File: config.mk
export PLATFORM = sky130hd
export DESIGN_NAME = module_ifetch
export DESIGN_NICKNAME = d
export VERILOG_FILES = /design/src/rtl/module_ifetch.sv
export SDC_FILE = /design/constraint.sdc
export NUM_CORES = 1
export LEC_CHECK = 0
export CELL_PAD_IN_SITES_DETAIL_PLACEMENT = 0
export CELL_PAD_IN_SITES_GLOBAL_PLACEMENT = 1
export CORE_ASPECT_RATIO = 0.8
export CORE_MARGIN = 2
export CORE_UTILIZATION = 37
export CTS_BUF_LIST = sky130_fd_sc_hd__clkbuf_8
export DETAILED_ROUTE_END_ITERATION = 8
export HOLD_SLACK_MARGIN = 0.02
export PLACE_DENSITY = 0.79
export SETUP_SLACK_MARGIN = 0.4
export SYNTH_ARGS = -nofsm -noshare
export SYNTH_HDL_FRONTEND = slang
export SYNTH_SLANG_ARGS = --single-unit
File: constraint.sdc
create_clock -name clk -period 4.1 [get_ports clk]
set_input_delay 0.82 -clock clk [delete_from_list [all_inputs] [get_ports clk]]
set_output_delay 0.82 -clock clk [all_outputs]
set_load 0.05 [all_outputs]
File: src/rtl/module_ifetch.sv
// Instruction-fetch stage: owns the fetch PC, runs the instruction-memory
// request/acknowledge handshake, squashes in-flight fetches on redirect and
// holds one fetched instruction for decode.
module module_ifetch #(
    parameter int WORD_SIZE    = 32,
    parameter int RESET_VECTOR = 0,
    parameter int PC_STEP      = 4
) (
    input  logic                 clk,
    input  logic                 reset,
    output logic                 imem_req,
    output logic [WORD_SIZE-1:0] imem_addr,
    input  logic                 imem_ack,
    input  logic [WORD_SIZE-1:0] imem_rdata,
    input  logic                 stall,
    input  logic                 branch_valid,
    input  logic [WORD_SIZE-1:0] branch_target,
    output logic                 if_valid,
    output logic [WORD_SIZE-1:0] if_instr,
    output logic [WORD_SIZE-1:0] if_pc
);

    localparam logic [WORD_SIZE-1:0] RST_PC  = WORD_SIZE'(RESET_VECTOR);
    localparam logic [WORD_SIZE-1:0] STEP    = WORD_SIZE'(PC_STEP);
    localparam logic [WORD_SIZE-1:0] ZERO_W  = {WORD_SIZE{1'b0}};

    typedef enum logic [1:0] {
        ST_IDLE  = 2'd0,
        ST_FETCH = 2'd1,
        ST_DRAIN = 2'd2,
        ST_FULL  = 2'd3
    } state_e;

    // Clears the two byte-offset bits so every redirect lands on a word.
    function automatic logic [WORD_SIZE-1:0] word_align(input logic [WORD_SIZE-1:0] a);
        word_align = a & {{(WORD_SIZE-2){1'b1}}, 2'b00};
    endfunction

    state_e                 state_q, state_d;
    logic [WORD_SIZE-1:0]   pc_q, pc_d;
    logic [WORD_SIZE-1:0]   pend_q, pend_d;
    logic                   req_q, req_d;
    logic [WORD_SIZE-1:0]   addr_q, addr_d;
    logic                   valid_q, valid_d;
    logic [WORD_SIZE-1:0]   instr_q, instr_d;
    logic [WORD_SIZE-1:0]   ifpc_q, ifpc_d;
    logic [WORD_SIZE-1:0]   tgt_s;

    assign tgt_s = word_align(branch_target);

    // Next-state, PC, pending-redirect and output-register computation.
    always_comb begin
        state_d = state_q;
        pc_d    = pc_q;
        pend_d  = pend_q;
        valid_d = valid_q;
        instr_d = instr_q;
        ifpc_d  = ifpc_q;
        case (state_q)
            ST_IDLE: begin
                // A stray ack while idle has no request to belong to.
                state_d = ST_FETCH;
            end
            ST_FETCH: begin
                if (imem_ack) begin
                    if (branch_valid) begin
                        // Data for the old path is dropped; re-request at target.
                        pc_d    = tgt_s;
                        state_d = ST_FETCH;
                    end else begin
                        instr_d = imem_rdata;
                        ifpc_d  = pc_q;
                        valid_d = 1'b1;
                        pc_d    = pc_q + STEP;
                        state_d = ST_FULL;
                    end
                end else if (branch_valid) begin
                    // Request cannot be withdrawn; remember target and wait it out.
                    pend_d  = tgt_s;
                    state_d = ST_DRAIN;
                end else begin
                    state_d = ST_FETCH;
                end
            end
            ST_DRAIN: begin
                if (imem_ack) begin
                    // Latest redirect wins, including one in the ack cycle.
                    pc_d    = branch_valid ? tgt_s : pend_q;
                    state_d = ST_FETCH;
                end else if (branch_valid) begin
                    pend_d  = tgt_s;
                    state_d = ST_DRAIN;
                end else begin
                    state_d = ST_DRAIN;
                end
            end
            ST_FULL: begin
                if (branch_valid) begin
                    // Held instruction is on the wrong path; branch beats stall.
                    valid_d = 1'b0;
                    pc_d    = tgt_s;
                    state_d = ST_FETCH;
                end else if (!stall) begin
                    valid_d = 1'b0;
                    state_d = ST_FETCH;
                end else begin
                    state_d = ST_FULL;
                end
            end
            default: begin
                state_d = ST_IDLE;
                valid_d = 1'b0;
            end
        endcase
        // Request flops follow the next state so the port is a clean register;
        // the address is frozen while draining a squashed request.
        req_d = (state_d == ST_FETCH) || (state_d == ST_DRAIN);
        if (state_d == ST_DRAIN) begin
            addr_d = addr_q;
        end else begin
            addr_d = pc_d;
        end
    end

    // State and datapath registers with synchronous reset.
    always_ff @(posedge clk) begin
        if (reset) begin
            state_q <= ST_IDLE;
            pc_q    <= RST_PC;
            pend_q  <= ZERO_W;
            req_q   <= 1'b0;
            addr_q  <= RST_PC;
            valid_q <= 1'b0;
            instr_q <= ZERO_W;
            ifpc_q  <= ZERO_W;
        end else begin
            state_q <= state_d;
            pc_q    <= pc_d;
            pend_q  <= pend_d;
            req_q   <= req_d;
            addr_q  <= addr_d;
            valid_q <= valid_d;
            instr_q <= instr_d;
            ifpc_q  <= ifpc_d;
        end
    end

    assign imem_req  = req_q;
    assign imem_addr = addr_q;
    assign if_valid  = valid_q;
    assign if_instr  = instr_q;
    assign if_pc     = ifpc_q;

endmodule

==> flow_summary.ini <==
[timing]
period_share = 0.704
hold_viol_final = 0
setup_tns_ps = 0
rsz0062_at_grt = false
worst_pin_slew_ps = 850
slew_violations = 0
finalCriticalPeriod_ps = 2880
fmax_ghz = 0.347
setup_viol = 0
fin_worst_skew_ps = 22.5
slew_headroom = 0.433

[floorplanning]
boundaryPins = 167
start_util = 0.379
die_w_um = 163
rows = 46
dieArea_sq_mm = 0.0215
dieHeight_um = 132
core_sq_mm = 0.0199

[setup_path]
required_ps = 4490
worst_setup_path_start_kind = input pin
crit_type = input pin to flip-flop
r2r_slack_ps = 1300
cp.arrival_ps = 3280
setup.worst_path.end_class = flip-flop
path_max_fanout = 18

[global_route]
gr-total-overflow = 0
grt_util_all_layers = 0.236
grt_pass1_wl_um = 39600
grt_antenna_before_repair = 0
grt_max_degree = 68
first_global_vias = 6966

[synthesis]
synth_ff_type = dfxtp_1
syn_nets = 1055
async_flop_share = 0
ys_warn_count = 0
synth-seq-area-share = 0.436
synth.distinct_cells = 72
syn_inst = 978
synth_edf_count = 0
syn_area_per_cell_sq_um = 7.69
synth_seq_cells = 164
netlist_area_sq_mm = 0.00752

[placement]
io_buffers = 164
dp_hpwl_um = 17000
gp_congestion = 0.882

[layout]
layout_common_cells = nand2_1 (233), dfxtp_1 (164), clkdlybuf4s50_1 (162), a21oi_1 (126), nor2_1 (62)
nNetsFinal = 1175
final_common_cell = nand2_1
antenna_cells = 0
drive_above_1_share = 0.0639
fin_util = 0.494
fillerInstances = 1981
area_growth_pct = 30.4

[clock_tree]
root_buffer = clkbuf_8
htreeDepth = 4
cts_hold_buf = 0
clk_path_buf_depth = 2
post_cts_buffers = 0
cts.sinks = 164
clk_latency_ps = 490
path_clk_slew_ps = 100
cts_made_buffers = 17
cts_resized = 0
cts_tree = built

[power_and_ir_drop]
power_per_cell_area_mw_per_mm2 = 385
p_leak_nw = 3.36
vdd_drop_max_uv = 261

[drt]
dr.pass1.iters = 5
vias = 7569
dr.first_iter.drc_count = 713
postRouteAntennaNets = 0
wl_per_cell_um = 18.5
drc = 0
viasPerCell = 5.50
wl_um = 25400

[flow_run]
maxCapViolations = 0

[worst_hold_path]
hold_class = flip-flop to flip-flop

[outcome]
outcome = finished clean
==> sequential cells by signal (all words and copies together), names as in the netlist <==
signal,cells
if_instr,32
if_pc,32
imem_addr,32
pc_q,32
pend_q,32
state_q,2
if_valid,1
imem_req,1
==> worst paths after layout <==
check / startpoint / to / depth (start not counted)
worst min register to register: if_instr[27] / if_instr[27] / 2
worst min-delay path: if_instr[27] / if_instr[27] / 2
worst max-delay path: imem_ack / imem_addr[4] / 11
worst max register to register: state_q[0] / imem_addr[4] / 9
==> critical path, stage by stage <==
cell	delay [ps]
clkdlybuf4s50_1	480
inv_1	120
ha_1	300
inv_1	30
a221oi_1	360
nor2_1	80
ha_1	270
inv_1	210
buf_4	290
nor2_1	80
a211oi_1	230
==> kinds of logic (layout without fill, tap and decap cells) <==
family          Yosys count  count (layout)  share of synthesized area
mux                       6               6                    0.00865
buf+inv                 104             237                     0.0531
xor+xnor                  3               3                    0.00349
fa+ha+maj                 8               8                     0.0133
simple gates            387             387                      0.230
flops                   164             164                      0.436
compound gates          306             306                      0.255
==> layout make-up <==
cell class                      count  area [sq um]  share of cell area
Multi-Input combinational cell    710          3850               0.392
Sequential cell                   164          3280               0.335
Clock buffer                       17           234              0.0239
Tap cell                          264           330              0.0337
Clock inverter                     15           220              0.0225
Inverter                           20          75.1             0.00766
Timing Repair Buffer              185          1820               0.185
==> metrics by stage <==
stage / power [mW] / cells / area (sq um) / setup WS, ps / hold slack, ps
after floorplan: 2.16 / 978 / 7520 / 1080 / 432
after global placement: 2.43 / 1343 / 9350 / 773 / 442
after detailed placement: 2.43 / 1343 / 9350 / 774 / 446
after CTS: 3.80 / 1375 / 9810 / 1280 / 460
after global routing: 3.92 / 1375 / 9810 / 1010 / 477
final: 3.77 / 1375 / 9810 / 1220 / 457
==> metal layers <==
layer / wire length, um / GRT usage / up-vias
met5: 0 / 0 / -
met4: 339 / 0.0600 / 0
met3: 1620 / 0.0432 / 37
met2: 11800 / 0.380 / 279
met1: 11600 / 0.323 / 3581
li1: - / - / 3672
==> report_power, final <==
group | internal [mW] | leakage [nW] | switching (mW)
registers | 1.66 | 1.33 | 0.0741
logic | 0.247 | 1.81 | 0.420
clock network | 0.682 | 0.223 | 0.687
==> Yosys cell counts, drive strengths merged, types with 13 or more instances <==
cell type	number	area, sq um
nand2	234	878
a22oi	17	128
o21ai	45	225
inv	20	75.1
buf	16	68.8
a221oi	13	114
dfxtp	164	3280
a21oi	127	639
a211oi	14	105
nor2	62	233
clkbuf	68	255
o22ai	19	119
Power figures use the tool's default switching activity.
